File: config.mk
export PLATFORM = sky130hd
export DESIGN_NAME = mdu
export DESIGN_NICKNAME = d
export VERILOG_FILES = /design/src/rtl/mdu_pkg.sv /design/src/rtl/mdu_div_step.sv /design/src/rtl/mdu.sv
export SDC_FILE = /design/constraint.sdc
export NUM_CORES = 1
export LEC_CHECK = 0
export CAP_MARGIN = 5
export CORE_AREA = 3 3 165 167
export CTS_CLUSTER_DIAMETER = 30
export DETAILED_ROUTE_END_ITERATION = 6
export DIE_AREA = 0 0 168 170
export PLACE_DENSITY_LB_ADDON = 0.1
export REMOVE_ABC_BUFFERS = 1
export SETUP_SLACK_MARGIN = 0.15
export SYNTH_ARGS = -nofsm -noshare
export SYNTH_HDL_FRONTEND = slang
export SYNTH_HIERARCHICAL = 1
export SYNTH_SLANG_ARGS = --single-unit
File: constraint.sdc
create_clock -name clk -period 5.95 [get_ports clk]
set_input_delay 0.595 -clock clk [delete_from_list [all_inputs] [get_ports clk]]
set_output_delay 0.595 -clock clk [all_outputs]
set_load 0.02 [all_outputs]
File: src/rtl/mdu_pkg.sv
// mdu_pkg: opcodes, FSM state encodings and shared helpers for the multiply/divide unit.
// Revision 1.0
`default_nettype none

package mdu_pkg;

  localparam int MDU_ITER  = 32;
  localparam int MDU_CNT_W = 6;

  typedef enum logic [1:0] {
    MDU_OP_MULT  = 2'd0,
    MDU_OP_MULTU = 2'd1,
    MDU_OP_DIV   = 2'd2,
    MDU_OP_DIVU  = 2'd3
  } mdu_op_e;

  typedef enum logic [1:0] {
    MDU_ST_IDLE = 2'd0,
    MDU_ST_RUN  = 2'd1,
    MDU_ST_FIN  = 2'd2
  } mdu_state_e;

  function automatic logic op_is_div(input mdu_op_e op);
    return (op == MDU_OP_DIV) || (op == MDU_OP_DIVU);
  endfunction

  function automatic logic op_is_signed(input mdu_op_e op);
    return (op == MDU_OP_MULT) || (op == MDU_OP_DIV);
  endfunction

endpackage

`default_nettype wire

File: src/rtl/mdu_div_step.sv
// mdu_div_step: one combinational restoring-division step (shift in a dividend bit, trial subtract).
// Revision 1.0
`default_nettype none

module mdu_div_step #(
  parameter int WIDTH = 32
) (
  input  logic [WIDTH-1:0] rem_i,
  input  logic [WIDTH-1:0] div_i,
  input  logic             bit_i,
  output logic [WIDTH-1:0] rem_o,
  output logic             q_o
);

  logic [WIDTH:0] shifted;

  assign shifted = {rem_i, bit_i};
  assign q_o     = (shifted >= {1'b0, div_i});
  // On a successful subtract the result is below the divisor, so the low WIDTH bits are exact.
  assign rem_o   = q_o ? (shifted[WIDTH-1:0] - div_i) : shifted[WIDTH-1:0];

endmodule

`default_nettype wire

File: src/rtl/mdu.sv
// mdu: multi-cycle MULT/MULTU/DIV/DIVU unit writing HI/LO, with MTHI/MTLO write ports.
// Divider datapath compiled only when MDU_DIV_EN is defined. Revision 1.0
`default_nettype none

module mdu
  import mdu_pkg::*;
#(
  parameter int WIDTH = 32
) (
  input  logic             clk,
  input  logic             rst,
  input  logic             start,
  input  logic [1:0]       op,
  input  logic [WIDTH-1:0] a,
  input  logic [WIDTH-1:0] b,
  input  logic             hi_we,
  input  logic             lo_we,
  input  logic [WIDTH-1:0] wdata,
  output logic             busy,
  output logic             done,
  output logic [WIDTH-1:0] hi,
  output logic [WIDTH-1:0] lo
);

  mdu_state_e           state_q, state_d;
  logic [MDU_CNT_W-1:0] cnt_q, cnt_d;
  mdu_op_e              op_q, op_d;
  logic                 sa_q, sa_d, sb_q, sb_d;
  logic [WIDTH-1:0]     opnd_q, opnd_d;
  logic [2*WIDTH-1:0]   acc_q, acc_d;
  logic [WIDTH-1:0]     hi_q, hi_d, lo_q, lo_d;
  logic                 done_q, done_d;

  mdu_op_e          op_in;
  logic             sign_a, sign_b;
  logic [WIDTH-1:0] mag_a, mag_b;

  assign op_in  = mdu_op_e'(op);
  assign sign_a = op_is_signed(op_in) & a[WIDTH-1];
  assign sign_b = op_is_signed(op_in) & b[WIDTH-1];
  assign mag_a  = sign_a ? -a : a;
  assign mag_b  = sign_b ? -b : b;

  // Shift-add: multiplier sits in the low half and is consumed LSB first.
  logic [WIDTH:0]     mul_sum;
  logic [2*WIDTH-1:0] mul_next, prod_fix;
  assign mul_sum  = {1'b0, acc_q[2*WIDTH-1:WIDTH]} + (acc_q[0] ? {1'b0, opnd_q} : '0);
  assign mul_next = {mul_sum, acc_q[WIDTH-1:1]};
  assign prod_fix = (sa_q ^ sb_q) ? -acc_q : acc_q;

`ifdef MDU_DIV_EN
  logic               divz_q, divz_d;
  logic [WIDTH-1:0]   rem_nx, quo_fix, rem_fix;
  logic               q_bit;
  logic [2*WIDTH-1:0] div_next;

  // Remainder in the high half, dividend shifting out / quotient shifting in at the low half.
  mdu_div_step #(.WIDTH(WIDTH)) u_div_step (
    .rem_i (acc_q[2*WIDTH-1:WIDTH]),
    .div_i (opnd_q),
    .bit_i (acc_q[WIDTH-1]),
    .rem_o (rem_nx),
    .q_o   (q_bit)
  );

  assign div_next = {rem_nx, acc_q[WIDTH-2:0], q_bit};
  assign quo_fix  = (sa_q ^ sb_q) ? -acc_q[WIDTH-1:0] : acc_q[WIDTH-1:0];
  assign rem_fix  = sa_q ? -acc_q[2*WIDTH-1:WIDTH] : acc_q[2*WIDTH-1:WIDTH];
`endif

  always_comb begin
    state_d = state_q;
    cnt_d   = cnt_q;
    op_d    = op_q;
    sa_d    = sa_q;
    sb_d    = sb_q;
    opnd_d  = opnd_q;
    acc_d   = acc_q;
    hi_d    = hi_q;
    lo_d    = lo_q;
    done_d  = 1'b0;
`ifdef MDU_DIV_EN
    divz_d  = divz_q;
`endif
    case (state_q)
      MDU_ST_IDLE: begin
        if (start) begin
          op_d    = op_in;
          sa_d    = sign_a;
          sb_d    = sign_b;
          cnt_d   = '0;
          state_d = MDU_ST_RUN;
          if (op_is_div(op_in)) begin
            opnd_d = mag_b;
            acc_d  = {{WIDTH{1'b0}}, mag_a};
          end else begin
            opnd_d = mag_a;
            acc_d  = {{WIDTH{1'b0}}, mag_b};
          end
`ifdef MDU_DIV_EN
          divz_d = 1'b0;
          if (op_is_div(op_in) && (b == '0)) begin
            divz_d  = 1'b1;
            acc_d   = {a, {WIDTH{1'b1}}};
            state_d = MDU_ST_FIN;
          end
`else
          if (op_is_div(op_in)) begin
            state_d = MDU_ST_FIN;
          end
`endif
        end else begin
          if (hi_we) hi_d = wdata;
          if (lo_we) lo_d = wdata;
        end
      end
      MDU_ST_RUN: begin
`ifdef MDU_DIV_EN
        acc_d = op_is_div(op_q) ? div_next : mul_next;
`else
        acc_d = mul_next;
`endif
        cnt_d = cnt_q + MDU_CNT_W'(1);
        if (cnt_q == MDU_CNT_W'(MDU_ITER - 1)) state_d = MDU_ST_FIN;
      end
      MDU_ST_FIN: begin
        done_d  = 1'b1;
        state_d = MDU_ST_IDLE;
        if (!op_is_div(op_q)) begin
          hi_d = prod_fix[2*WIDTH-1:WIDTH];
          lo_d = prod_fix[WIDTH-1:0];
        end
`ifdef MDU_DIV_EN
        else if (divz_q) begin
          hi_d = acc_q[2*WIDTH-1:WIDTH];
          lo_d = acc_q[WIDTH-1:0];
        end else begin
          hi_d = rem_fix;
          lo_d = quo_fix;
        end
`endif
      end
      default: state_d = MDU_ST_IDLE;
    endcase
  end

  always_ff @(posedge clk or posedge rst) begin
    if (rst) begin
      state_q <= MDU_ST_IDLE;
      cnt_q   <= '0;
      op_q    <= MDU_OP_MULT;
      sa_q    <= 1'b0;
      sb_q    <= 1'b0;
      opnd_q  <= '0;
      acc_q   <= '0;
      hi_q    <= '0;
      lo_q    <= '0;
      done_q  <= 1'b0;
`ifdef MDU_DIV_EN
      divz_q  <= 1'b0;
`endif
    end else begin
      state_q <= state_d;
      cnt_q   <= cnt_d;
      op_q    <= op_d;
      sa_q    <= sa_d;
      sb_q    <= sb_d;
      opnd_q  <= opnd_d;
      acc_q   <= acc_d;
      hi_q    <= hi_d;
      lo_q    <= lo_d;
      done_q  <= done_d;
`ifdef MDU_DIV_EN
      divz_q  <= divz_d;
`endif
    end
  end

  assign busy = (state_q != MDU_ST_IDLE);
  assign done = done_q;
  assign hi   = hi_q;
  assign lo   = lo_q;

endmodule

`default_nettype wire
==> impl_metrics.ini <==
[worst_setup_path]
path_max_fanout = 37
crit_slowest_cell = dfrtp_1
path_cells = and2_1 -> ha_1 -> inv_1 -> fa_1 -> nor2b_1 -> o31a_1 -> o211ai_1 -> a211oi_1 -> nor3_1 -> xnor2_1 -> a22o_1
reg2reg_depth = 11
end_kind = flip-flop
r2r-start = acc_q[0]$_DFFE_PP0P_
crit_type = flip-flop to flip-flop
cpPeakStageDelay_ns = 1.03
worst-r2r-setup-slack_ns = 2.51
crit_required_ns = 6.28
r2r_end = acc_q[61]$_DFFE_PP0P_
start_kind = flip-flop
worstPathArrival_ns = 3.77

[final_layout]
syn_to_final_growth_pct = 20.4
drive_above_1_share = 0.0552
fin_nets = 1722
n_fill_cell = 2401
antennaDiodeCount = 0
stdcell_area_um2 = 14600

[clock_network]
cts_buffers = 17
insertion_delay_ns = 0.44
cts_buffer_depth = 2
cts_resized = 0
ctsHoldBuffers = 0
root_buffer = clkbuf_16
clk_pin_slew_worst_paths_ns = 0.07
cts_tree = built
h-tree-depth = 4
cts_setup_buffers = 0
clkSinkCount = 172

[power]
combPwrFrac = 0.561
p_leak_nw = 6.01
power_density_nw_per_um2 = 539
internal-power_mw = 4.11
pwr-share-clk = 0.145
irDropWorstVdd_mv = 0.288
sw_frac_of_total = 0.478
seqPwrFrac = 0.294
p_sw_mw = 3.76

[detailed_routing]
wirelength_mm = 37.5
ant_nets = 0
via_count = 11389
viasPerCell = 5.90
drc = 0
drt_pass1_iterations = 7
wire_per_inst_um = 19.4
first_iter_violations = 960

[floorplanning]
ios = 169
dieArea_um2 = 28600
chipWidth_um = 168
start_util = 0.468
die_y_um = 170
rows = 59
coreArea_um2 = 25900

[sta]
tightest_slew_ns = 1.16
finalCritPeriodShare = 0.579
finalCriticalPeriod_ns = 3.44
finalHoldViolations = 0
rsz0062_at_grt = false
maxClockFrequency_ghz = 0.290
slew_headroom = 0.226
drv_slew = 0
setup_viol = 0
final.setup.tns_ns = 0
fin_skew_ns = 0.0130

[placement]
portBuffers = 168
gp_routability_congestion = 0.934
place_area_um2 = 14000
dp_hpwl_mm = 28.0

[synthesis]
netlist_area_um2 = 12100
synth_edf_count = 0
syn_inst = 1472
yosys_register_bits = 172
async_flop_share = 1.00
ys_top_cells_by_count = 172 x dfrtp_1, 172 x nand2_1, 162 x nor2_1, 128 x o21ai_0, 108 x a21oi_1
synth_area_per_cell_um2 = 8.24
post_synth_num_cell_types = 76
synthTopCellsByArea = dfrtp_1 35%, xnor2_1 5.8%, nand2_1 5.3%, o21ai_0 5.3%, nor2_1 5.0%
ys_seq_area_frac = 0.355
ys.flop_type = dfrtp_1
ys_warn_count = 6
yosys.area.top_type_share = 0.355
yosysTopAreaCell = dfrtp_1

[worst_hold_path]
hp-class = flip-flop to flip-flop
hp-start = hi[12]$_DFFE_PP0P_
hold_depth = 2
hold_end = hi[12]$_DFFE_PP0P_

[global_route]
grt_pass1_vias = 10946
track_usage = 0.259
grt_max_degree = 96
antenna_found_initial = 0
overflow = 0
grt_pass1_wl_mm = 59.2

[status]
status = completed

[job]
drv_cap = 0
-- how the worst max path moves through the flow --
| stage | start | endpoint | slack, ns |
|---|---|---|---|
| 3_5_place_dp | b[0] | acc_q[28]$_DFFE_PP0P_ | 2.14 |
| 3_3_place_gp | b[0] | acc_q[28]$_DFFE_PP0P_ | 2.17 |
| 5_1_grt | acc_q[0]$_DFFE_PP0P_ | acc_q[57]$_DFFE_PP0P_ | 2.26 |
| 6_report | acc_q[0]$_DFFE_PP0P_ | acc_q[61]$_DFFE_PP0P_ | 2.51 |
| 2_1_floorplan | rst | acc_q[0]$_DFFE_PP0P_ | 0.69 |
| 4_1_cts | acc_q[0]$_DFFE_PP0P_ | acc_q[57]$_DFFE_PP0P_ | 2.55 |
-- per-stage QoR --
| stage | power [mW] | utilization | std cells | setup WS (ns) | hold WS [ns] |
|---|---|---|---|---|---|
| 2_1_floorplan | 5.03 | - | 1378 | 0.695 | 0.431 |
| 3_3_place_gp | 6.65 | 0.541 | 1898 | 2.17 | 0.443 |
| 3_5_place_dp | 6.70 | 0.541 | 1898 | 2.14 | 0.466 |
| 4_1_cts | 7.85 | 0.564 | 1930 | 2.55 | 0.481 |
| 5_1_grt | 8.42 | 0.564 | 1930 | 2.26 | 0.494 |
| 6_report | 7.88 | 0.564 | 1930 | 2.51 | 0.479 |
-- cell families (layout without fill, tap and decap cells) --
group	count (synthesis)	in the layout	share of synthesized area
multiplexers	14	14	0.0120
buffers and inverters	117	240	0.0383
AND/OR/NAND/NOR	536	536	0.212
XOR/XNOR	146	146	0.105
adder cells (fa/ha/maj)	37	37	0.0388
flip-flops	172	172	0.355
AO/OA/AOI/OAI	450	450	0.239
-- flip-flops by register name, summed over array words and instances (netlist names) --
signal / flops
acc_q: 64
op_q: 1
hi: 32
lo: 32
sa_q: 1
done: 1
cnt_q: 6
state_q: 2
opnd_q: 32
sb_q: 1
-- layout make-up --
class,count,area (µm²),area share
clock inverters,14,149,0.0102
repair buffers,185,1800,0.124
inverters,23,91.3,0.00625
multi-input cells,1183,7400,0.507
flip-flops and latches,172,4300,0.295
well taps,335,419,0.0287
clock buffers,18,439,0.0301
-- worst max-delay path, delay by kind of cell, from the launching register on --
family	cells	cell delay, ns
xor gates and xnor gates	1	0.15
adders and majority gates	2	0.59
and+or+nand+nor	3	0.55
buffers and inverters	1	0.06
AOI/OAI and AO/OA	4	0.94
DFF	1	1.03
-- power groups by stage --
stage          Sequential [mW]  Combinational [mW]  Clock, mW
5_1_grt                   2.39                4.82       1.21
3_3_place_gp              2.30                4.34          0
4_1_cts                   2.30                4.39       1.16
2_1_floorplan             2.38                2.64          0
3_5_place_dp              2.32                4.37          0
6_report                  2.31                4.42       1.14
-- layout by cell type, fill, tap and decap left out, drive strengths merged, types with 31 or more instances in the layout --
cell type	netlist	routed
dfrtp	172	172
xnor2	80	80
inv	22	31
clkdlybuf4s50	0	167
ha	36	36
xor2	66	66
nor3	41	41
o21ai	134	134
and2	38	38
nand2	173	173
o31ai	34	34
a21oi	108	108
nor2	162	162
-- routing by layer --
layer / up-vias / part of all wire / routed length (µm) / global-route usage
met4: 0 / 0.019 / 695 / 0.0704
li1: 5548 / - / - / -
met5: - / 0 / 0 / 0
met2: 388 / 0.43 / 16300 / 0.401
met3: 49 / 0.056 / 2110 / 0.0262
met1: 5404 / 0.49 / 18400 / 0.389
Note: power is estimated with default switching activity, not from simulation.
